**src/rtl/mem_loader_pkg.sv**
```systemverilog
// Shared types and constants for the UART program loader.
package mem_loader_pkg;

  typedef enum logic [2:0] {
    ST_IDLE,
    ST_LEN_LO,
    ST_LEN_HI,
    ST_DATA,
    ST_DONE,
    ST_ERROR
  } state_e;

  localparam logic [7:0] SYNC_BYTE_DEFAULT = 8'hA5;

  // Sync marker plus 16-bit little-endian word count.
  localparam int HDR_LEN = 3;

endpackage

```
**src/rtl/mem_loader_if.sv**
```systemverilog
// Byte-stream input and external memory-write port of the loader.
// rx_valid is a one-cycle strobe with no back-pressure: every high cycle carries one byte in rx_data.
// ext_mem_write is a one-cycle strobe; ext_write_data/ext_data_adr are valid with it and hold until the next write.
interface mem_loader_if;
  logic [7:0]  rx_data;
  logic        rx_valid;
  logic        ext_mem_write;
  logic [31:0] ext_write_data;
  logic [31:0] ext_data_adr;

  modport master (
    input  rx_data,
    input  rx_valid,
    output ext_mem_write,
    output ext_write_data,
    output ext_data_adr
  );

  modport slave (
    output rx_data,
    output rx_valid,
    input  ext_mem_write,
    input  ext_write_data,
    input  ext_data_adr
  );
endinterface

```
**src/rtl/mem_loader_timeout.sv**
```systemverilog
// Inter-byte idle counter: cleared by a byte or when disabled, flags the edge it reaches TIMEOUT_CYCLES.
module loader_timeout #(
  parameter int unsigned TIMEOUT_CYCLES = 1_000_000
) (
  input  logic clk,
  input  logic reset,
  input  logic clr_i,
  input  logic en_i,
  output logic tc_o
);

  localparam int unsigned CW = $clog2(TIMEOUT_CYCLES + 1);

  logic [CW-1:0] cnt_q;
  logic [CW-1:0] cnt_d;

  always_comb begin
    cnt_d = cnt_q;
    if (clr_i || !en_i) begin
      cnt_d = '0;
    end else begin
      cnt_d = cnt_q + CW'(1);
    end
  end

  always_ff @(posedge clk or posedge reset) begin
    if (reset) begin
      cnt_q <= '0;
    end else begin
      cnt_q <= cnt_d;
    end
  end

  // Fires combinationally so the owner changes state on the very edge the count is reached.
  assign tc_o = en_i && !clr_i && (cnt_q == CW'(TIMEOUT_CYCLES - 1));

endmodule

```
**src/rtl/mem_loader.sv**
```systemverilog
// Frame parser that assembles little-endian words from a UART byte stream and writes them
// to memory while holding the CPU in reset; parks in ERROR on oversize count or timeout.
module mem_loader
  import mem_loader_pkg::*;
#(
  parameter logic [31:0] BASE_ADDR      = 32'h0000_0000,
  parameter int unsigned MAX_WORDS      = 64,
  parameter int unsigned TIMEOUT_CYCLES = 1_000_000,
  parameter logic [7:0]  SYNC_BYTE      = SYNC_BYTE_DEFAULT
) (
  input  logic              clk,
  input  logic              reset,
  mem_loader_if.master      bus,
  output logic              cpu_hold,
  output logic              done,
  output logic              error,
  output state_e            dbg_state
);

  localparam int WIDX_W = $clog2(MAX_WORDS + 1);

  state_e             state_q, state_d;
  logic [15:0]        len_q, len_d;
  logic [WIDX_W-1:0]  word_idx_q, word_idx_d;
  logic [1:0]         byte_idx_q, byte_idx_d;
  logic [23:0]        asm_q, asm_d;
  logic               wr_q, wr_d;
  logic [31:0]        wdata_q, wdata_d;
  logic [31:0]        wadr_q, wadr_d;

  logic               tmo_en;
  logic               tmo;
  logic               is_sync;
  logic [15:0]        rx_len;
  logic               last_written;

  assign tmo_en       = (state_q == ST_LEN_LO) || (state_q == ST_LEN_HI) || (state_q == ST_DATA);
  assign is_sync      = bus.rx_valid && (bus.rx_data == SYNC_BYTE);
  assign rx_len       = {bus.rx_data, len_q[7:0]};
  // The final strobe is on the bus now; leaving DATA afterwards keeps the CPU held through it.
  assign last_written = wr_q && (len_q == 16'(word_idx_q));

  loader_timeout #(
    .TIMEOUT_CYCLES(TIMEOUT_CYCLES)
  ) u_timeout (
    .clk   (clk),
    .reset (reset),
    .clr_i (bus.rx_valid),
    .en_i  (tmo_en),
    .tc_o  (tmo)
  );

  always_comb begin
    state_d    = state_q;
    len_d      = len_q;
    word_idx_d = word_idx_q;
    byte_idx_d = byte_idx_q;
    asm_d      = asm_q;
    wr_d       = 1'b0;
    wdata_d    = wdata_q;
    wadr_d     = wadr_q;
    case (state_q)
      ST_IDLE: begin
        if (is_sync) state_d = ST_LEN_LO;
      end
      ST_LEN_LO: begin
        if (tmo) begin
          state_d = ST_ERROR;
        end else if (bus.rx_valid) begin
          len_d[7:0] = bus.rx_data;
          state_d    = ST_LEN_HI;
        end
      end
      ST_LEN_HI: begin
        if (tmo) begin
          state_d = ST_ERROR;
        end else if (bus.rx_valid) begin
          len_d = rx_len;
          if (rx_len == 16'd0) begin
            state_d = ST_DONE;
          end else if (32'(rx_len) > MAX_WORDS) begin
            state_d = ST_ERROR;
          end else begin
            state_d    = ST_DATA;
            word_idx_d = '0;
            byte_idx_d = '0;
          end
        end
      end
      ST_DATA: begin
        if (last_written) begin
          state_d = ST_DONE;
        end else if (tmo) begin
          state_d = ST_ERROR;
        end else if (bus.rx_valid) begin
          byte_idx_d = byte_idx_q + 2'd1;
          case (byte_idx_q)
            2'd0: asm_d[7:0]   = bus.rx_data;
            2'd1: asm_d[15:8]  = bus.rx_data;
            2'd2: asm_d[23:16] = bus.rx_data;
            default: begin
              wdata_d    = {bus.rx_data, asm_q};
              wadr_d     = BASE_ADDR + (32'(word_idx_q) << 2);
              wr_d       = 1'b1;
              word_idx_d = word_idx_q + WIDX_W'(1);
            end
          endcase
        end
      end
      ST_DONE: begin
        state_d = ST_DONE;
      end
      ST_ERROR: begin
        if (is_sync) begin
          state_d    = ST_LEN_LO;
          word_idx_d = '0;
          byte_idx_d = '0;
        end
      end
      default: state_d = ST_IDLE;
    endcase
  end

  always_ff @(posedge clk or posedge reset) begin
    if (reset) begin
      state_q    <= ST_IDLE;
      len_q      <= '0;
      word_idx_q <= '0;
      byte_idx_q <= '0;
      asm_q      <= '0;
      wr_q       <= 1'b0;
      wdata_q    <= '0;
      wadr_q     <= '0;
    end else begin
      state_q    <= state_d;
      len_q      <= len_d;
      word_idx_q <= word_idx_d;
      byte_idx_q <= byte_idx_d;
      asm_q      <= asm_d;
      wr_q       <= wr_d;
      wdata_q    <= wdata_d;
      wadr_q     <= wadr_d;
    end
  end

  assign bus.ext_mem_write  = wr_q;
  assign bus.ext_write_data = wdata_q;
  assign bus.ext_data_adr   = wadr_q;
  assign cpu_hold           = (state_q != ST_DONE);
  assign done               = (state_q == ST_DONE);
  assign error              = (state_q == ST_ERROR);
  assign dbg_state          = state_q;

endmodule

```
**src/flat_wrapper.sv**
```systemverilog
// flat-port wrapper written by rule: the top's interface ports become plain ports
module mem_loader_flat import mem_loader_pkg::*;
#(
  parameter logic [31:0] BASE_ADDR      = 32'h0000_0000,
  parameter int unsigned MAX_WORDS      = 64,
  parameter int unsigned TIMEOUT_CYCLES = 1_000_000,
  parameter logic [7:0]  SYNC_BYTE      = SYNC_BYTE_DEFAULT
)
  (clk, reset, cpu_hold, done, error, dbg_state, bus_rx_data, bus_rx_valid, bus_ext_mem_write, bus_ext_write_data, bus_ext_data_adr);
  mem_loader_if bus_i ();
  input  logic clk;
  input  logic reset;
  output logic cpu_hold;
  output logic done;
  output logic error;
  output state_e dbg_state;
  input wire logic [$bits(bus_i.rx_data)-1:0] bus_rx_data;
  input wire logic [$bits(bus_i.rx_valid)-1:0] bus_rx_valid;
  output wire logic [$bits(bus_i.ext_mem_write)-1:0] bus_ext_mem_write;
  output wire logic [$bits(bus_i.ext_write_data)-1:0] bus_ext_write_data;
  output wire logic [$bits(bus_i.ext_data_adr)-1:0] bus_ext_data_adr;
  assign bus_i.rx_data = bus_rx_data;
  assign bus_i.rx_valid = bus_rx_valid;
  assign bus_ext_mem_write = bus_i.ext_mem_write;
  assign bus_ext_write_data = bus_i.ext_write_data;
  assign bus_ext_data_adr = bus_i.ext_data_adr;
  mem_loader #(.BASE_ADDR(BASE_ADDR), .MAX_WORDS(MAX_WORDS), .TIMEOUT_CYCLES(TIMEOUT_CYCLES), .SYNC_BYTE(SYNC_BYTE)) u_core (.clk(clk), .reset(reset), .bus(bus_i), .cpu_hold(cpu_hold), .done(done), .error(error), .dbg_state(dbg_state));
endmodule
```
**config.mk**
```make
export PLATFORM = sky130hd
export DESIGN_NAME = mem_loader_flat
export DESIGN_NICKNAME = d
export VERILOG_FILES = /design/src/rtl/mem_loader_pkg.sv /design/src/rtl/mem_loader_if.sv /design/src/rtl/mem_loader_timeout.sv /design/src/rtl/mem_loader.sv /design/src/flat_wrapper.sv
export SDC_FILE = /design/constraint.sdc
export NUM_CORES = 1
export LEC_CHECK = 0
export BUFFER_PORTS_ARGS = -buffer_cell sky130_fd_sc_hd__buf_4
export CELL_PAD_IN_SITES_DETAIL_PLACEMENT = 2
export CELL_PAD_IN_SITES_GLOBAL_PLACEMENT = 2
export CORE_ASPECT_RATIO = 0.8
export CORE_UTILIZATION = 27
export DETAILED_ROUTE_END_ITERATION = 8
export PLACE_DENSITY = 0.65
export SYNTH_ARGS = -nofsm -noshare
export SYNTH_HDL_FRONTEND = slang
export SYNTH_HIERARCHICAL = 1
export SYNTH_SLANG_ARGS = --single-unit
```
**constraint.sdc**
```tcl
create_clock -name clk -period 4.05 [get_ports clk]
set_input_delay 0.6075 -clock clk [delete_from_list [all_inputs] [get_ports clk]]
set_output_delay 0.6075 -clock clk [all_outputs]
set_load 0.01 [all_outputs]
```
# Yosys cells after proc, flatten, opt, wreduce, memory -nomap -nowiden
# Index checks and enable logic that the tools add are counted.
# word_totals
regBits	112
latch_bits	0
ram_bits	0
mem_bits_ro	0
wordCells	107
memories	0
# op_classes
n_addsub	3
multipliers	0
div_mod_pow	0
order_cmp	1
eq_ne	24
n_shift	0
mux	39
bitwise_logic	4
n_reduce_logical	24
# op_table
cell	count
two-way mux 7 bit	9
two-way mux 3 bit	9
two-way mux 8 bit	3
case mux 7 bit (3 select lines)	1
adder 20 x 1 -> 20 bit (second input constant)	1
equality test 20 bit (second input constant)	1
two-way mux 20 bit	1
AND reduction 5 bit	4
equality test 16 x 7 -> 1 bit	1
greater-than comparator 16 x 7 -> 1 bit (second input constant)	1
logical NOT 16 bit	1
two-way mux 2 bit	8
inequality test 2 bit (second input constant)	8
case mux 8 bit (2 select lines)	1
case mux 3 bit (5 select lines)	1
AND reduction 10 bit	1
AND reduction 9 bit	1
equality test 8 bit (second input constant)	1
AND reduction 4 bit	2
adder 7 x 1 -> 7 bit (second input constant)	1
equality test 3 x 2 -> 1 bit (second input constant)	2
equality test 3 bit (second input constant)	2
inequality test 3 x 2 -> 1 bit (second input constant)	2
case mux 2 bit (3 select lines)	1
18 further kinds	32

# Longest topological paths before layout
# Gate-level depths: netlist of run 1.
# depth
word_depth	8
mapped_depth	12
ltp_nobuf	9

# Hierarchy
# The synthesis of run 1 kept the hierarchy.
# modules_own_cells
module	n_inst	cells_per_inst	area_per_inst_um2	seq_area_each_um2
mem_loader	1	339	4356.7	2302.2
loader_timeout	1	106	1011.0	500.5

# Worst setup path after synthesis of run 1
# OpenSTA, ideal clock, no wires.
# synth_timing
path_kind	reg-to-reg
startpoint	reg u_core.u_timeout.cnt_q[12]
endpoint	reg u_core.len_q[0]
setup_time_ns	0.125
arrival_ns	2.572
t_required_ns	3.925
slack_ns	1.354
path_stages_with_launch	10
path_cell_list	dfrtp_1 -> or4b_2 -> nor4_1 -> and4b_1 -> clkbuf_1 -> inv_1 -> nand2_1 -> nor2_1 -> nand2_1 -> mux2_2
# synth_via
elab_chain_cells	4
# synth_rtl
element	line	text
from (decl)	mem_loader_timeout.sv:14	logic [CW-1:0] cnt_q;
from (signal assigned)	mem_loader_timeout.sv:30	cnt_q <= cnt_d;
equality test 20 bit	mem_loader_timeout.sv:35	assign tc_o = en_i && !clr_i && (cnt_q == CW'(TIMEOUT_CYCLES - 1));
logical AND 1 bit	mem_loader_timeout.sv:35	
via u_core.tmo	mem_loader.sv:32	logic tmo;
NOT 1 bit (no line)	-	
AND reduction 4 bit (no line)	-	
to (signal assigned)	mem_loader.sv:136	len_q <= len_d;
to (decl)	mem_loader.sv:23	logic [15:0] len_q, len_d;
# The timed path passes the listed nets, and every way through them passes these cells.
# A chain may end at the register's enable or synchronous reset.

# Final worst setup path of run 1
# layout_timing
startpoint	reg u_core.u_timeout.cnt_q[12]
endpoint	reg u_core.wdata_q[23] (netlist: u_core/bus.ext_write_data[23])
# layout_via
elab_chain_cells	4
# layout_rtl
element	line	text
equality test 20 bit	mem_loader_timeout.sv:35	
logical AND 1 bit	mem_loader_timeout.sv:35	
via u_core.tmo	mem_loader.sv:32	
NOT 1 bit (no line)	-	
AND reduction 5 bit (no line)	-	
to (signal assigned)	mem_loader.sv:141	wdata_q <= wdata_d;
to (decl)	mem_loader.sv:28	logic [31:0] wdata_q, wdata_d;
# The timed path passes the listed nets, and every way through them passes these cells.

==> run summary, run 1 <==
Lkg Pwr: 2.89 nW
Outcome: completed
CP max FO: 24
Area delta synth->final: 16.8%
Hold slack: 0.300 ns
Final Power: 3.26 mW
Routed wire per std cell: 17.9 um
Number of flops mapped to enable cells by yosys: 0
# IOs: 82
Ys Warns: 6
Top-area cell type share of the netlist area: 52.2%
Post-cts resize count: 0
Pre-CTS setup slack: 0.831 ns
Via Count: 3596
Chip height: 128 um
Fillers: 2008
Worst-Margin Slew: 0.873 ns
First-pass GRT wire length: 22500 um
Layout cells sized above 1: 32.6%
Final setup TNS: 0 ns
Top post-synthesis cells by area: dfrtp_1, mux2_2, mux2_4, buf_4, xnor2_1
Post-CTS Hold Buffers: 0
Final WS setup: 0.840 ns
Port Buffer Count: 56
Yosys reg bits: 112
Clock sink count: 112
1st-pass router iterations: 4
Max Cap Viol: 0
All-Layer GR Usage: 14.1%
Remaining global-route overflow: 0
Drt first-iter violations: 120
Final wirelength: 13600 um
Synth top cells by count: dfrtp_1, mux2_2, nor2_1
# setup viols final: 0
Final min period: 3.21 ns
CP Launch Type: register
CTS tree: yes
Hpwl dp: 9730 um
Critical-path top delay cell: or4b_2
Largest net degree at the start of global routing: 38
# DRC: 0
Largest delay share family, worst path: simple AND/OR/NAND/NOR gates
Count leader, synth: dfrtp_1
Nets: 518
Final period util: 79.3%
Pwr dens: 519 nW/um^2
Yosys top cell by area: dfrtp_1
Via/cell ratio: 4.71
DP Cell Count: 748
Crit-path cells: or4b_2, nor4_1, and4b_1, nor2b_1, nand2_1, or2_1, buf_4, inv_4, mux2_4
H-tree levels: 3
Maximum vdd drop: 0.000187 V
WP data arrival: 3.46 ns
CTS Root Cell: clkbuf_16
Vias in the first global route: 3911
Unique masters post-synth: 58
Longest Clk Path Bufs: 2
Fin. Hold Viols: 0
Skew final: 0.0156 ns
Crit end category: register
Hold crit path type: input port to asynchronous set/reset pin
Routability-driven placement congestion ratio: 0.778
Mapped Cells: 445
Slew Limit Fails: 0
Post-synth ARST share: 100%
Clock slew at reported path FFs: 0.08 ns
CP Class: register to register
CTS buffer count: 9
Horiz. Die Dim: 160 um
Core region area: 19200 sq um
Mapped Area: 5370 sq um
Largest stage delay on the critical path: 0.69 ns
Initial antenna violation count: 0
Worst-Skew Late Latency: 0.37 ns
Die area: 20500 sq um
Worst relative slew slack: 41.6%
Peak Freq: 311 MHz
Buf/Inv on CP: 2
Number of antenna diodes: 0
Detail Route Antenna Nets: 0
Initial Utilization: 28.0%
Register area share after synthesis: 52.2%
WP data required: 4.30 ns
RSZ-0062 raised after global routing: false
Layout Cells excl Fill: 764
Synth Area per Inst: 12.1 sq um
Post-CTS setup buffers: 0
Dominant synthesized flop cell: dfrtp_1
# rows: 45
-- kinds of logic (layout without fill, tap and decap cells) --
group	Yosys count	count (layout)	synth area share [%]
adder cells (fa/ha/maj)	6	6	1.40
AO/OA/AOI/OAI	51	51	6.92
flip-flops	112	112	52.2
XOR/XNOR	19	19	3.10
buffers and inverters	56	93	6.15
multiplexers	80	80	18.1
other	1	25	0.0699
AND/OR/NAND/NOR	120	120	12.1
-- cell usage in the layout, fill, tap and decap left out, types with 3 or more instances in the layout --
cell type    n
and4_1       3
buf_4       60
o21ai_0      6
nor2_1      31
nor4_1      10
dfrtp_1    112
o211ai_1     3
clkbuf_16    9
mux2_2      60
nor3_1       8
or3_1        6
xnor2_1     17
o31ai_1      5
conb_1      25
ha_1         6
mux2_4      19
or4_1        4
inv_1       15
nand4_1      5
a21oi_1     14
nand2_1     26
nand3_1     10
a31oi_1      4
-- registers in the layout, indices dropped and copies added (netlist names) --
signal and cells:
u_core/u_timeout/cnt_q 20, u_core/bus.ext_write_data 32, u_core/len_q 16, u_core/bus.ext_mem_write 1, u_core/dbg_state 3, u_core/bus.ext_data_adr 7, u_core/byte_idx_q 2, u_core/asm_q 24
u_core/word_idx_q 7
-- layer usage --
| metal | wire (um) | global-route usage (%) | part of all wire, % |
|---|---|---|---|
| met1 | 6790 | 19.7 | 50 |
| met2 | 6390 | 22.2 | 47 |
| met3 | 309 | 2.81 | 2.3 |
| met4 | 157 | 4.07 | 1.2 |
| met5 | 0 | 0 | 0 |
-- stage by stage --
step | utilization, % | instance area, sq um
floorplan | - | 5460
global placement | 31.1 | 5970
detailed placement | 31.1 | 5970
CTS | 32.7 | 6270
global route | 32.7 | 6270
finish | 32.7 | 6270
-- power by group --
group          switching (mW)  total (mW)  internal (mW)  leakage (nW)
combinational           0.390       0.790          0.400          1.23
sequential              0.211        1.56           1.34          1.51
clock                   0.471       0.910          0.439         0.149
total                    1.07        3.26           2.18          2.89
-- worst paths after layout --
kind | startpoint | end | slack, ns | depth (start not counted)
hold / removal | reset | u_core/len_q[6] | 0.30 | 2
setup reg to reg | u_core/u_timeout/cnt_q[12] | u_core/bus.ext_write_data[23] | 0.84 | 9
setup / recovery | u_core/u_timeout/cnt_q[12] | u_core/bus.ext_write_data[23] | 0.84 | 9
min in group clk | u_core/u_timeout/cnt_q[0] | u_core/u_timeout/cnt_q[0] | 0.48 | 1
max in group asynchronous | reset | u_core/asm_q[3] | 2.89 | 3
hold reg to reg | u_core/u_timeout/cnt_q[0] | u_core/u_timeout/cnt_q[0] | 0.48 | 1
-- final cells by class --
class | count | area [sq um] | share of cell area, %
Inverter | 17 | 67.6 | 1.08
Sequential cell | 112 | 2800 | 44.7
Tap cell | 258 | 323 | 5.15
Multi-Input combinational cell | 301 | 2320 | 37.1
Timing Repair Buffer | 60 | 450 | 7.18
Clock buffer | 9 | 225 | 3.59
Clock inverter | 7 | 77.6 | 1.24
(Power assumes the default switching activity.)
==> inputs of run 2 (changes only) <==
Clock period 4.05 ns to 3.2 ns, I/O delays scaled along.
==> run 2 against run 1 <==
First-iteration DRC count decreased by 1.7%; global-route usage up 0.40 points; sequential share of layout area is 0.36 points lower.
==> run summary, run 2 (same netlist as run 1, synthesis figures left out) <==
Final setup TNS: 0 ns
Internal power: 2.80 mW
Skew final: 0.0129 ns
P_sw: 1.40 mW
Hold slack: 0.297 ns
Chip height: 128 um
Switching part of the total: 33.4%
Comb power frac: 25.2%
First-pass GRT wire length: 22800 um
Clock slew at reported path FFs: 0.09 ns
Pwr dens: 663 nW/um^2
Peak Freq: 337 MHz
Largest net degree at the start of global routing: 54
Post-CTS setup buffers: 0
WP data arrival: 3.23 ns
All-Layer GR Usage: 14.5%
Horiz. Die Dim: 160 um
Via Count: 3605
Drt first-iter violations: 118
Port Buffer Count: 56
Worst-Margin Slew: 0.961 ns
H-tree levels: 3
Routability-driven placement congestion ratio: 0.742
CP Class: register to register
Lkg Pwr: 2.92 nW
Worst relative slew slack: 35.9%
Reg power frac: 46.6%
Detail Route Antenna Nets: 0
Number of antenna diodes: 0
Remaining global-route overflow: 0
# rows: 45
WP data required: 3.46 ns
CTS buffer count: 9
CTS Root Cell: clkbuf_16
Initial Utilization: 28.0%
Crit end category: register
Hpwl dp: 10200 um
Fin. Hold Viols: 0
# setup viols final: 0
Core region area: 19200 sq um
RSZ-0062 raised after global routing: false
Layout cells sized above 1: 33.3%
Final min period: 2.97 ns
Vias in the first global route: 4008
Worst-Skew Late Latency: 0.36 ns
Slew Limit Fails: 0
Power share of the clock group: 28.1%
Most frequent cells in the layout: dfrtp_1, buf_4, mux2_2
Nets: 523
CP max FO: 14
Outcome: completed
DP Cell Count: 753
# DRC: 0
Leading cell type in the layout, fill and taps excluded: dfrtp_1
# IOs: 82
CP Launch Type: register
Clock sink count: 112
Routed wire per std cell: 18.3 um
Post-cts resize count: 0
Layout Cells excl Fill: 769
CTS tree: yes
Longest Clk Path Bufs: 2
Initial antenna violation count: 0
Area delta synth->final: 17.8%
Via/cell ratio: 4.69
Hold crit path type: input port to asynchronous set/reset pin
Final wirelength: 14100 um
Final Util: 32.9%
1st-pass router iterations: 4
Post-CTS Hold Buffers: 0
Maximum vdd drop: 0.000246 V
Die area: 20500 sq um
Max reg flops: 32
Max Cap Viol: 0
Final period util: 92.9%
run 2: cell count changes in the layout (fill, tap and decap cells not counted):
| cell | delta |
|---|---|
| inv_12 | +1 |
| inv_8 | +1 |
| clkinv_2 | -1 |
| clkinv_4 | -1 |
| buf_4 | +5 |
run 2: per-layer routing:
metal	vias up	wire, um	global-route usage (%)
met5	-	0	0
met4	0	246	4.69
met3	15	418	3.43
met2	60	6540	23.0
met1	1873	6860	19.6
li1	1657	-	-
run 2: metrics by stage:
| stage | instance area, sq um | setup WS (ns) | total power, mW |
|---|---|---|---|
| after global routing | 6320 | 0.0599 | 4.44 |
| after CTS | 6320 | 0.187 | 4.27 |
| after global placement | 6010 | 0.298 | 2.98 |
| after floorplan | 5460 | 0.328 | 2.63 |
| final | 6320 | 0.229 | 4.19 |
| after detailed placement | 6010 | 0.184 | 3.06 |
run 2: worst paths after layout:
| path | start | end | slack (ns) | cells after the start |
|---|---|---|---|---|
| max | u_core/u_timeout/cnt_q[12] | u_core/bus.ext_write_data[8] | 0.23 | 8 |
| min | reset | u_core/u_timeout/cnt_q[17] | 0.30 | 2 |
| max reg2reg | u_core/u_timeout/cnt_q[12] | u_core/bus.ext_write_data[8] | 0.23 | 8 |
| min reg2reg | u_core/u_timeout/cnt_q[0] | u_core/u_timeout/cnt_q[0] | 0.47 | 1 |
| max in group asynchronous | reset | u_core/word_idx_q[1] | 2.12 | 3 |
| min in group clk | bus_rx_data[6] | u_core/bus.ext_write_data[30] | 0.44 | 2 |
run 2: critical path: stages (launching register included):
cell and delay, ns:
dfrtp_1 0.44, or4b_2 0.68, nor4_1 0.24, and4b_1 0.37
nor2b_1 0.15, nand2_1 0.08, or2_1 0.26, buf_4 0.28
mux2_2 0.36
run 2: cell type report:
| class | instances | area, sq um |
|---|---|---|
| well taps | 258 | 323 |
| clock buffers | 9 | 225 |
| clock inverters | 7 | 91.3 |
| inverters | 17 | 67.6 |
| repair buffers | 65 | 488 |
| fillers | 2061 | 12900 |
| multi-input cells | 301 | 2320 |
| flip-flops and latches | 112 | 2800 |
run 2: power groups by stage:
stage | combinational, mW | sequential, mW | clock (mW)
finish | 1.06 | 1.96 | 1.18
detailed placement | 1.07 | 1.99 | 0
floorplan | 0.699 | 1.93 | 0
global route | 1.17 | 2.00 | 1.27
global placement | 1.02 | 1.96 | 0
CTS | 1.08 | 1.96 | 1.24
